### src/rtl/nim_trig_pkg.sv
// Shared types and widths for the NIM trigger controller.
package nim_trig_pkg;
  localparam int DEF_N_CH  = 8;
  localparam int DEF_CNT_W = 32;
  localparam int PW_W      = 8;
  localparam int DT_W      = 16;
  localparam int PS_W      = 16;

  typedef enum logic [1:0] {
    IDLE  = 2'd0,
    ARMED = 2'd1,
    FIRE  = 2'd2,
    DEAD  = 2'd3
  } state_t;
endpackage

### src/rtl/nim_trig_coinc.sv
// Input registering, masked multiplicity compare and rising-edge event detect.
module nim_trig_coinc
  import nim_trig_pkg::*;
#(
  parameter int N_CH = DEF_N_CH
) (
  input  logic                      clk,
  input  logic                      reset,
  input  logic                      i_run,
  input  logic                      i_veto,
  input  logic [N_CH-1:0]           i_ch_trig,
  input  logic [N_CH-1:0]           i_mask_s,
  input  logic [$clog2(N_CH+1)-1:0] i_mult_s,
  output logic                      o_run_r,
  output logic                      o_veto_r,
  output logic                      o_event
);
  localparam int MW = $clog2(N_CH+1);

  logic [N_CH-1:0] r_ch;
  logic            r_coinc;
  logic            r_coinc_d;
  logic [MW-1:0]   w_pop;
  logic            w_coinc;

  always_comb begin
    w_pop = '0;
    for (int i = 0; i < N_CH; i++) w_pop = w_pop + MW'(r_ch[i] & i_mask_s[i]);
  end

  assign w_coinc = (w_pop >= i_mult_s) && (i_mult_s != '0);

  // NOTE: every register here uses <= so the pipeline stages shift by exactly one edge.
  always_ff @(posedge clk) begin
    if (reset) begin
      r_ch      <= '0;
      o_run_r   <= 1'b0;
      o_veto_r  <= 1'b0;
      r_coinc   <= 1'b0;
      r_coinc_d <= 1'b0;
    end else begin
      r_ch      <= i_ch_trig;
      o_run_r   <= i_run;
      o_veto_r  <= i_veto;
      r_coinc   <= w_coinc;
      r_coinc_d <= r_coinc;
    end
  end

  assign o_event = r_coinc & ~r_coinc_d;
endmodule

### src/rtl/nim_trig_ctrl.sv
// NIM coincidence trigger controller; define NIM_TRIG_PRESCALE_EN for the event prescaler.
module nim_trig_ctrl
  import nim_trig_pkg::*;
#(
  parameter int N_CH  = DEF_N_CH,
  parameter int CNT_W = DEF_CNT_W
) (
  input  logic                      clk,
  input  logic                      reset,
  input  logic                      run,
  input  logic [N_CH-1:0]           ch_trig,
  input  logic [N_CH-1:0]           ch_mask,
  input  logic [$clog2(N_CH+1)-1:0] min_mult,
  input  logic [PW_W-1:0]           pulse_width,
  input  logic [DT_W-1:0]           deadtime,
`ifdef NIM_TRIG_PRESCALE_EN
  input  logic [PS_W-1:0]           prescale,
`endif
  input  logic                      veto,
  input  logic                      reset_cnt,
  output logic                      trig_out,
  output logic                      busy,
  output logic [CNT_W-1:0]          accept_cnt,
  output logic [CNT_W-1:0]          reject_cnt
);
  localparam int MW = $clog2(N_CH+1);

  state_t          r_state, w_next;
  logic [N_CH-1:0] r_mask_s;
  logic [MW-1:0]   r_mult_s;
  logic [PW_W-1:0] r_width_s, w_width_m1;
  logic [DT_W-1:0] r_dead_s, r_cnt;
  logic            w_run_r, w_veto_r, w_event;
  logic            w_arm, w_accept, w_reject, w_pass;

  nim_trig_coinc #(.N_CH(N_CH)) u_coinc (
    .clk       (clk),
    .reset     (reset),
    .i_run     (run),
    .i_veto    (veto),
    .i_ch_trig (ch_trig),
    .i_mask_s  (r_mask_s),
    .i_mult_s  (r_mult_s),
    .o_run_r   (w_run_r),
    .o_veto_r  (w_veto_r),
    .o_event   (w_event)
  );

`ifdef NIM_TRIG_PRESCALE_EN
  logic [PS_W-1:0] r_pre_s, r_pcnt;
  logic            w_padv;
  assign w_pass = (r_pcnt == '0);
`else
  assign w_pass = 1'b1;
`endif

  assign w_width_m1 = (r_width_s == '0) ? '0 : r_width_s - PW_W'(1);

  // NOTE: all outputs of this block get a default first so no latch is inferred.
  always_comb begin
    w_next   = r_state;
    w_arm    = 1'b0;
    w_accept = 1'b0;
    w_reject = 1'b0;
`ifdef NIM_TRIG_PRESCALE_EN
    w_padv   = 1'b0;
`endif
    case (r_state)
      IDLE: if (w_run_r) begin
        w_next = ARMED;
        w_arm  = 1'b1;
      end
      ARMED: begin
        if (!w_run_r) w_next = IDLE;
        else if (w_event) begin
          if (w_veto_r) w_reject = 1'b1;
          else begin
`ifdef NIM_TRIG_PRESCALE_EN
            w_padv = 1'b1;
`endif
            if (w_pass) begin
              w_next   = FIRE;
              w_accept = 1'b1;
            end
          end
        end
      end
      FIRE: begin
        w_reject = w_event;
        if (r_cnt == '0) w_next = (r_dead_s == '0) ? ARMED : DEAD;
      end
      DEAD: begin
        w_reject = w_event;
        if (r_cnt == '0) w_next = w_run_r ? ARMED : IDLE;
      end
      default: w_next = IDLE;
    endcase
  end

  always_ff @(posedge clk) begin
    if (reset) begin
      r_state   <= IDLE;
      r_mask_s  <= '0;
      r_mult_s  <= '0;
      r_width_s <= '0;
      r_dead_s  <= '0;
      r_cnt     <= '0;
      trig_out  <= 1'b0;
      busy      <= 1'b0;
`ifdef NIM_TRIG_PRESCALE_EN
      r_pre_s   <= '0;
      r_pcnt    <= '0;
`endif
    end else begin
      r_state  <= w_next;
      trig_out <= (r_state == FIRE);
      busy     <= (r_state == FIRE) || (r_state == DEAD);
      if (w_arm) begin
        r_mask_s  <= ch_mask;
        r_mult_s  <= min_mult;
        r_width_s <= pulse_width;
        r_dead_s  <= deadtime;
      end
      // r_cnt holds the remaining cycles minus one of the current FIRE or DEAD phase.
      if (w_accept) r_cnt <= {{(DT_W-PW_W){1'b0}}, w_width_m1};
      else if (r_state == FIRE && w_next == DEAD) r_cnt <= r_dead_s - DT_W'(1);
      else if (r_cnt != '0) r_cnt <= r_cnt - DT_W'(1);
`ifdef NIM_TRIG_PRESCALE_EN
      if (w_arm) begin
        r_pre_s <= prescale;
        r_pcnt  <= '0;
      end else if (w_padv) begin
        r_pcnt <= (r_pcnt + PS_W'(1) >= r_pre_s) ? '0 : r_pcnt + PS_W'(1);
      end
`endif
    end
  end

  always_ff @(posedge clk) begin
    if (reset || reset_cnt) begin
      accept_cnt <= '0;
      reject_cnt <= '0;
    end else begin
      if (w_accept && accept_cnt != '1) accept_cnt <= accept_cnt + CNT_W'(1);
      if (w_reject && reject_cnt != '1) reject_cnt <= reject_cnt + CNT_W'(1);
    end
  end
endmodule

### config.mk
export PLATFORM = sky130hd
export DESIGN_NAME = nim_trig_ctrl
export DESIGN_NICKNAME = d
export VERILOG_FILES = /design/src/rtl/nim_trig_pkg.sv /design/src/rtl/nim_trig_coinc.sv /design/src/rtl/nim_trig_ctrl.sv
export SDC_FILE = /design/constraint.sdc
export NUM_CORES = 1
export LEC_CHECK = 0
export CORE_ASPECT_RATIO = 0.75
export CORE_MARGIN = 1.5
export CORE_UTILIZATION = 55
export CTS_CLUSTER_DIAMETER = 30
export DETAILED_ROUTE_END_ITERATION = 10
export HOLD_SLACK_MARGIN = 0.15
export PLACE_DENSITY = 0.9
export SETUP_SLACK_MARGIN = 0.3
export SKIP_LAST_GASP = 1
export SYNTH_ARGS = -nofsm -noshare
export SYNTH_HDL_FRONTEND = slang
export SYNTH_HIERARCHICAL = 1
export SYNTH_SLANG_ARGS = --single-unit
### constraint.sdc
create_clock -name clk -period 9.8 [get_ports clk]
set_input_delay 1.96 -clock clk [delete_from_list [all_inputs] [get_ports clk]]
set_output_delay 1.96 -clock clk [all_outputs]
set_load 0.005 [all_outputs]
---- Word level (Yosys, flattened, before mapping) ----
Cells that the tools add are included.
Widths: inputs -> output; s select.
word-level totals
  bits in registers ....................... 132
  word-level logic and storage cells ...... 84
  bits of input ports ..................... 49
cells by class
  equal/unequal tests ..................... 6
  add/subtract/negate cells ............... 12
  mux-type cells .......................... 23
  bitwise logic cells ..................... 10
  order comparisons ....................... 1
  reduce and logical (&&, ||, !) cells .... 16
operator list
  kind                   number
  $add 32x1->32 const B  2
  $ne 32x32->1 const B   2
  $logic_not 16->1       2
  $mux 16                2
  $sub 16x1->16 const B  2
  $add 4x4->4            7
  $mux 8                 2
  $reduce_bool 16->1     1
  $mux 2                 7
  $mux 1                 10
  $and 1x1->1            9
  $logic_not 8->1        1
  $pmux 2 s4             1
  $sub 8x1->8 const B    1
  $eq 2x2->1 const B     3
  $ge 4x4->1             1
  $logic_and 1x1->1      4
  $reduce_bool 4->1      1
  $reduce_or 2->1        2
  $reduce_bool 3->1      1
  $eq 2x1->1 const B     1
  $logic_not 2->1        1
  $logic_or 1x1->1       2
  $pmux 1 s2             1
  other kinds (2)        2

---- Depth between registers and ports, before layout ----
Gate-level depths: netlist of run 1.
  word-level depth ........................ 10
  gate-level depth with buffers ........... 13
  mapped depth without buffers ............ 13

---- Modules after synthesis ----
The synthesis of run 1 kept the hierarchy.
modules (own cells, without submodules)
  module          area each (sq um)  seq. area each (sq um)  cells each  times used
  nim_trig_ctrl   5,848.1            2,402.3                 719         1
  nim_trig_coinc  616.8              240.2                   61          1

---- Worst setup path before layout of run 1 ----
Ideal clock, no wire load.
  path kind ............................... flip-flop to flip-flop
  start point ............................. register u_coinc.r_ch[0]
  end point ............................... register u_coinc.r_coinc
  arrival ................................. 3.374 ns
  library setup time ...................... 0.120 ns
  setup slack ............................. 6.306 ns
  data required time ...................... 9.680 ns
  cell stages (with the launch flop) ...... 13
  cell sequence ........................... dfxtp_1 -> and2_1 -> fa_1 -> inv_1 -> fa_1 -> inv_1 -> fa_1 -> ha_1 -> fa_1 -> ha_1 -> o21ai_0 -> a21oi_1 -> o31a_1
between the ends
  word-level cells in the longest chain between the ends .. 10
ends and longest elaborated chain
  element                    line                  source
  start, declared            nim_trig_coinc.sv:20  logic [N_CH-1:0] r_ch;
  start signal, assigned     nim_trig_coinc.sv:42  r_ch <= i_ch_trig;
  $and 1x1->1                nim_trig_coinc.sv:28  for (int i = 0; i < N_CH; i++) w_pop = w_pop + MW'(r_ch[i] & i_mask_s[i]);
  $add 4x4->4 (7 in series)  nim_trig_coinc.sv:28
  $ge 4x4->1                 nim_trig_coinc.sv:31  assign w_coinc = (w_pop >= i_mult_s) && (i_mult_s != '0);
  $logic_and 1x1->1          nim_trig_coinc.sv:31
  end signal, assigned       nim_trig_coinc.sv:45  r_coinc <= w_coinc;
  end, declared              nim_trig_coinc.sv:21  logic r_coinc;
Every way passes these cells.
A chain may end at the register's enable or synchronous reset.

---- Worst setup path in the final report of run 1 ----
  start point ............................. register r_cnt[4]
  end point ............................... register r_cnt[12]
between the ends
  word-level cells in the longest chain between the ends .. 6
ends and longest elaborated chain
  element                                                                line                  source
  start, declared                                                        nim_trig_ctrl.sv:32   logic [DT_W-1:0] r_dead_s, r_cnt;
  start signal, assigned                                                 nim_trig_ctrl.sv:125  if (w_accept) r_cnt <= {{(DT_W-PW_W){1'b0}}, w_width_m1};
  start signal, assigned                                                 nim_trig_ctrl.sv:126  else if (r_state == FIRE && w_next == DEAD) r_cnt <= r_dead_s - DT_W'(1);
  start signal, assigned                                                 nim_trig_ctrl.sv:127  else if (r_cnt != '0) r_cnt <= r_cnt - DT_W'(1);
  parallel branches: the longest is 6 deep, another holds $sub 16x1->16  -
Parallel ways; which one is timed is not known. The select of a mux whose other input is x is not followed.

==> qor.yml, run 1 <==
synth:
  avgSynthCellArea_sq_um: 8.29
  synth.net_count: 844
  synth_edf_count: 0
  synth_area_sq_um: 6460
  synthTopCellsByArea: "dfxtp_1 41%, nand2_1 6.6%, xor2_1 6.5%"
  yosysUniqueCellTypes: 67
  synth_most_common_cell: "dfxtp_1"
  yosys.area.top_type: "dfxtp_1"
  ys_warn_count: 6
  ys_seq_elements: 132
  postSynthCellCount: 780
  synth_top_area_share: 0.409
  async_flop_share: 0
  synth_flop_cell: "dfxtp_1"
  ys_seq_area_frac: 0.409
  synth_common_cells: "132 x dfxtp_1, 114 x nand2_1, 85 x nor2_1, 70 x a21oi_1, 48 x xor2_1"
global_route:
  grtUsageMet2: 0.426
  top_usage_layer: "met2"
  grt_pass1_wl_um: 27600
  track_usage: 0.273
  met1_usage: 0.370
  grt_pass1_vias: 5740
  antenna_found_initial: 0
  grt_use_met3: 0.0608
  overflow: 0
  grt_max_degree: 65
clock_network:
  cts_resized: 0
  postCtsSetupBuffers: 0
  cts_tree: "done"
  ctsRootBufferMaster: "clkbuf_16"
  clk_latency_ns: 0.42
  cts_hold_buf: 0
  clk_path_buf_depth: 2
  clk_pin_slew_ns: 0.06
  cts.sinks: 132
  ctsHtreeMaxLevel: 4
  cts_inserted_buffers: 17
sta:
  fin_worst_skew_ns: 0.00626
  worstMarginPinSlew_ns: 1.21
  setup-tns-final_ns: 0
  slew-limit-headroom: 0.195
  final-setup-viol-count: 0
  fmax_mhz: 260
  hold_viol_final: 0
  fin_crit_sh: 0.393
  slew_viol_final: 0
  finalWorstSetupSlack_ns: 5.95
  rsz0062_at_grt: "no"
  period_needed_ns: 3.85
placed_design:
  place.gp.congestion: 0.955
  io_buffers: 114
  place_hpwl_um: 10900
  place_ws_ns: 5.94
  dp_cells: 1025
route:
  viasPerCell: 5.79
  drt_iter0_markers: 512
  wl_per_cell_um: 15.7
  vias: 6116
  drt_first_pass_iters: 7
  wl_um: 16600
  drc_errors: 0
  ant_nets: 0
floorplanning:
  die_area_sq_um: 12400
  rows: 34
  core-area_sq_um: 11500
  start_util: 0.561
  die_w_um: 128
  die_y_um: 96.9
  top_level_ports: 115
pwr:
  p_total_mw: 1.63
  total_leakage_power_nw: 3.01
  p_comb_frac: 0.204
  ir_worst_vdd_uv: 125
  seq_power_share: 0.376
  p_sw_frac: 0.287
  powerDensity_nw_per_um2: 197
  intPower_mw: 1.17
  p_clk_frac: 0.419
  p_switching_mw: 0.470
worst_setup_path:
  cp_num_buf_inv: 0
  reg2reg_from: "r_cnt[4]$_SDFFE_PP0P_"
  crit_chain: "nor4_1, and3b_1, and2_1, a21oi_1, ha_1, or3b_2, nor4_1, nand2_1, o311a_2, a21oi_1, a21oi_1"
  slowest_delay_ns: 0.82
  arrival_ns: 4.15
  slowest_stage: "nor4_1"
  criticalPathCategory: "flip-flop to flip-flop"
  worstSetupStartpointType: "flip-flop"
  cp_common_cell: "a21oi_1"
  cp-end-kind: "flip-flop"
  startpoint: "r_cnt[4]$_SDFFE_PP0P_"
  worst_ep_required_time_ns: 10.10
  cp_max_fo: 7
  critical-path-top-delay-family: "simple AND/OR/NAND/NOR gates"
hold_path:
  hp-start: "r_mask_s[2]$_SDFFE_PP0P_"
  hold_class: "flip-flop to flip-flop"
final_layout:
  area_growth_pct: 28.3
  fin_cells: 1057
  finish.utilization: 0.719
  antenna_cells: 0
  drive_gt1_frac: 0.0648
  layout.nets: 946
  fill_cells: 846
flow_run:
  cap_violations: 0
status:
  status: "complete, no violations"
-- registers in the layout, indices dropped and copies added, names as in the netlist, 2 cells and up --
signal / cells
accept_cnt: 32
reject_cnt: 32
r_cnt: 16
r_dead_s: 16
r_mask_s: 8
r_width_s: 8
u_coinc/r_ch: 8
r_mult_s: 4
r_state: 2
-- final cells by class --
cell class	instances	area (sq um)	area share
Multi-Input combinational cell	601	3600	0.435
Sequential cell	132	2640	0.319
Timing Repair Buffer	115	1140	0.138
Clock buffer	21	470	0.0567
Tap cell	162	203	0.0244
Clock inverter	11	173	0.0208
Inverter	15	56.3	0.00679
-- tightest hold or removal path, stage by stage (launching register included) --
cell and delay, ns:
dfxtp_1 0.30, nand2_1 0.05, a21oi_1 0.05
-- logic make-up (layout without fill, tap and decap cells) --
group | count (synthesis) | count (layout) | synth area share
flops | 132 | 132 | 0.409
fa+ha+maj | 15 | 15 | 0.0337
buf+inv | 47 | 162 | 0.0339
xor+xnor | 63 | 63 | 0.0853
compound gates | 136 | 136 | 0.134
mux | 2 | 2 | 0.00310
simple gates | 385 | 385 | 0.302
-- metrics by stage --
step / hold slack [ns] / cell area (sq um)
after floorplan: 0.430 / 6460
after global placement: 0.442 / 7650
after detailed placement: 0.444 / 7650
after CTS: 0.452 / 8290
after global routing: 0.486 / 8290
final: 0.449 / 8290
-- cells in the final DEF (no fill, tap or decap), types with 3 or more instances in the layout --
cell type        Yosys  layout
nor2b_1             17      17
dfxtp_1            132     132
nand2_1            114     114
a31oi_1              7       7
nor3_1              19      19
and3_1              19      19
and2_1              22      22
o2111ai_1            7       7
clkdlybuf4s50_1      0     113
clkbuf_8             1       3
inv_1               15      15
or2_2                6       6
o211ai_1             6       6
nor4_1              11      11
nand3_1             26      26
a21oi_1             70      70
o31ai_1              3       3
bufinv_16            0       4
or3_1               12      12
and4_1               6       6
xnor2_1             15      15
clkbuf_16            0      17
clkinv_4             0       3
fa_1                 4       4
o21a_1               3       3
ha_1                11      11
o22ai_1              4       4
o21ai_0             13      13
xor2_1              48      48
a211oi_1             4       4
nand4_1             24      24
nor2_1              85      85
-- metal layers --
metal	part of all wire	wire length [um]	vias up
li1	-	-	2943
met3	0.063	1050	37
met4	0.017	290	0
met2	0.46	7680	259
met1	0.46	7570	2877
met5	0	0	-
-- power by group through the flow --
| stage | Sequential, mW | Clock [mW] | Combinational, mW |
|---|---|---|---|
| 3_3_place_gp | 0.622 | 0 | 0.309 |
| 4_1_cts | 0.612 | 0.689 | 0.329 |
| 2_1_floorplan | 0.612 | 0 | 0.253 |
| 3_5_place_dp | 0.623 | 0 | 0.314 |
| 6_report | 0.615 | 0.685 | 0.334 |
| 5_1_grt | 0.617 | 0.712 | 0.367 |
-- final timing paths --
path / end / slack [ns] / cells past startpoint
worst min register to register: r_mask_s[2]$_SDFFE_PP0P_ / 0.45 / 2
worst max-delay path: r_cnt[12]$_SDFFE_PP0P_ / 5.95 / 11
worst min-delay path: r_mask_s[2]$_SDFFE_PP0P_ / 0.45 / 2
worst max register to register: r_cnt[12]$_SDFFE_PP0P_ / 5.95 / 11
No activity file was read; power rests on OpenSTA's default activity.
==> run 2: changes to the inputs <==
Settings changed: CORE_UTILIZATION 55 to 48, PLACE_DENSITY 0.9 to 0.84.
Clock period 9.8 ns to 3.15 ns, I/O delays scaled along.
==> qor.yml, run 2 (synthesis results as in run 1) <==
worst_setup_path:
  worst-path-stages: 12  # +1
  arrival_ns: 3.78  # -0.37 ns
  slowest_stage: "fa_2"
  reg2reg_to: "u_coinc/r_coinc$_SDFF_PP0_"
  cp_max_fo: 2  # -5
  cp_num_buf_inv: 2  # +2
  worst_ep_required_time_ns: 3.45  # -6.65 ns
  criticalPathCategory: "flip-flop to flip-flop"
  cp_common_cell: "fa_1"
  worstSetupStartpointType: "flip-flop"
  r2r_slack_ns: -0.32  # -6.28 ns
  critPathCapture: "u_coinc/r_coinc$_SDFF_PP0_"
  reg2reg_from: "u_coinc/r_ch[0]$_SDFF_PP0_"
  startpoint: "u_coinc/r_ch[0]$_SDFF_PP0_"
  crit_chain: "and2_4, fa_1, inv_1, fa_1, inv_1, fa_1, ha_2, fa_2, ha_4, o21ai_2, a21oi_1, o31a_1"
  cp-end-kind: "flip-flop"
  critical-path-top-delay-family: "adder cells"
  ff2ff_path_depth: 12  # +1
  slowest_delay_ns: 0.54  # -0.28 ns
route:
  ant_nets: 0  # unchanged
  wl_per_cell_um: 15.2  # -3.4%
  vias: 6045  # -1.2%
  drt_first_pass_iters: 5  # -2
  viasPerCell: 5.54  # -4.3%
  drt_iter0_markers: 407  # -21%
  wl_um: 16500  # -0.20%
  drc_errors: 0  # unchanged
clock_network:
  ctsHtreeMaxLevel: 4  # unchanged
  clk_path_buf_depth: 2  # unchanged
  cts_hold_buf: 0  # unchanged
  clk_latency_ns: 0.41  # about the same
  clk_pin_slew_ns: 0.06  # about the same
  ctsRootBufferMaster: "clkbuf_16"
  cts_tree: "done"
  cts_inserted_buffers: 17  # unchanged
  cts.sinks: 132  # unchanged
floorplanning:
  die_y_um: 104  # +6.8%
  die_area_sq_um: 14200  # +14%
  core-area_sq_um: 13100  # +13%
  die_w_um: 137  # +6.9%
  top_level_ports: 115  # unchanged
  start_util: 0.495  # -0.0659
  rows: 36  # +5.9%
sta:
  period_needed_ns: 3.47  # -0.373 ns
  hold_viol_final: 0  # unchanged
  fin_worst_skew_ns: 0.00919  # +0.00293 ns
  worstMarginPinSlew_ns: 0.824  # -0.384 ns
  slew-limit-headroom: 0.446  # +0.251
  fin_crit_sh: 1.10  # +0.710
  finalWorstSetupSlack_ns: -0.324  # -6.28 ns
  final-setup-viol-count: 1  # +1
  fmax_mhz: 288  # +11%
  rsz0062_at_grt: "yes"
  slew_viol_final: 0  # unchanged
status:
  violations: "negative setup slack"
  status: "complete, but fails checks"
global_route:
  grt_pass1_wl_um: 26600  # -3.7%
  antenna_found_initial: 0  # unchanged
  grt_pass1_vias: 5383  # -6.2%
  grt_max_degree: 56  # -14%
  overflow: 0  # unchanged
  track_usage: 0.234  # -0.0395
final_layout:
  final_common_cell: "dfxtp_1"
  antenna_cells: 0  # unchanged
  area_growth_pct: 32.1
  drive_gt1_frac: 0.111  # +0.0459
  fin_cells: 1092  # +3.3%
  layout.nets: 972  # +2.7%
  reg_top3: "accept_cnt: 32 flops, reject_cnt: 32 flops"
  layout_common_cells: "128 x dfxtp_1, 113 x clkdlybuf4s50_1, 112 x nand2_1"
  stdcell_area_sq_um: 8540  # +3.0%
  finish.utilization: 0.654  # -0.0654
pwr:
  powerDensity_nw_per_um2: 612  # +210%
  ir_worst_vdd_uv: 440  # +250%
  total_leakage_power_nw: 3.12  # +3.7%
placed_design:
  place_area_sq_um: 7780  # +1.8%
  place_hpwl_um: 11300  # +4.0%
  dp_cells: 1045  # +2.0%
  io_buffers: 114  # unchanged
  place.gp.congestion: 0.884  # -7.5%
hold_path:
  hold_class: "flip-flop to flip-flop"
flow_run:
  cap_violations: 0  # unchanged
-- run 2: cell count changes in the layout (fill, tap and decap cells not counted), moves of 3 or more --
cell,before,now
dfxtp_2,0,3
clkbuf_8,3,0
buf_4,1,24
ha_1,11,8
a21oi_1,70,67
dfxtp_1,132,128
buf_6,0,3
-- run 2: worst register-to-register path: stages (launching register included) --
cell	delay, ns
dfxtp_1	0.30
and2_4	0.15
fa_1	0.53
inv_1	0.05
fa_1	0.47
inv_1	0.05
fa_1	0.44
ha_2	0.21
fa_2	0.54
ha_4	0.20
o21ai_2	0.14
a21oi_1	0.06
o31a_1	0.23
-- run 2: area by class of cell --
cell class                 count  area (sq um)
fill                        1103          4520
multi-input combinational    601          3700
sequential                   132          2650
timing repair buffer         141          1350
clock buffer                  20           437
tap                          171           214
clock inverter                12           133
inverter                      15          56.3
-- run 2: metrics by stage --
stage	TNS (ns)	total power, mW	setup slack (ns)	hold slack (ns)
after floorplan	-0.193	2.73	-0.193	0.430
after global placement	-0.248	3.00	-0.248	0.443
after detailed placement	-0.287	3.01	-0.287	0.444
after CTS	-0.300	4.96	-0.300	0.452
after global routing	-0.439	5.47	-0.439	0.475
final	-0.324	5.23	-0.324	0.449
-- run 2: worst min-delay path by stage --
stage / start / to / slack [ns] / depth (start not counted)
2_1_floorplan: u_coinc/r_coinc$_SDFF_PP0_ / u_coinc/r_coinc_d$_SDFF_PP0_ / 0.43 / 1
3_3_place_gp: r_mask_s[5]$_SDFFE_PP0P_ / r_mask_s[5]$_SDFFE_PP0P_ / 0.44 / 2
3_5_place_dp: r_mask_s[4]$_SDFFE_PP0P_ / r_mask_s[4]$_SDFFE_PP0P_ / 0.44 / 2
4_1_cts: r_mask_s[4]$_SDFFE_PP0P_ / r_mask_s[4]$_SDFFE_PP0P_ / 0.45 / 2
5_1_grt: r_mask_s[4]$_SDFFE_PP0P_ / r_mask_s[4]$_SDFFE_PP0P_ / 0.47 / 2
6_report: r_mask_s[4]$_SDFFE_PP0P_ / r_mask_s[4]$_SDFFE_PP0P_ / 0.45 / 2
-- run 2: per-layer routing --
layer | global-route usage | vias up | wire length (um) | share of wire
li1 | - | 2994 | - | -
met1 | 0.336 | 2858 | 7930 | 0.48
met2 | 0.345 | 171 | 7300 | 0.44
met3 | 0.0553 | 22 | 1080 | 0.065
met4 | 0.0714 | 0 | 244 | 0.015
met5 | 0 | - | 0 | 0
-- run 2: report_power, final --
part           switching (mW)  internal, mW
logic                   0.706         0.681
clock network           0.756          1.17
registers               0.129          1.79
total                    1.59          3.64
-- run 2: repair_timing --
item | 4_1_cts | 5_1_grt
pin swaps | 4 | 14
hold endpoints to repair | 0 | 0
setup buffers | 1 | 14
resized for setup | 3 | 18
setup endpoints to repair | 3 | 6
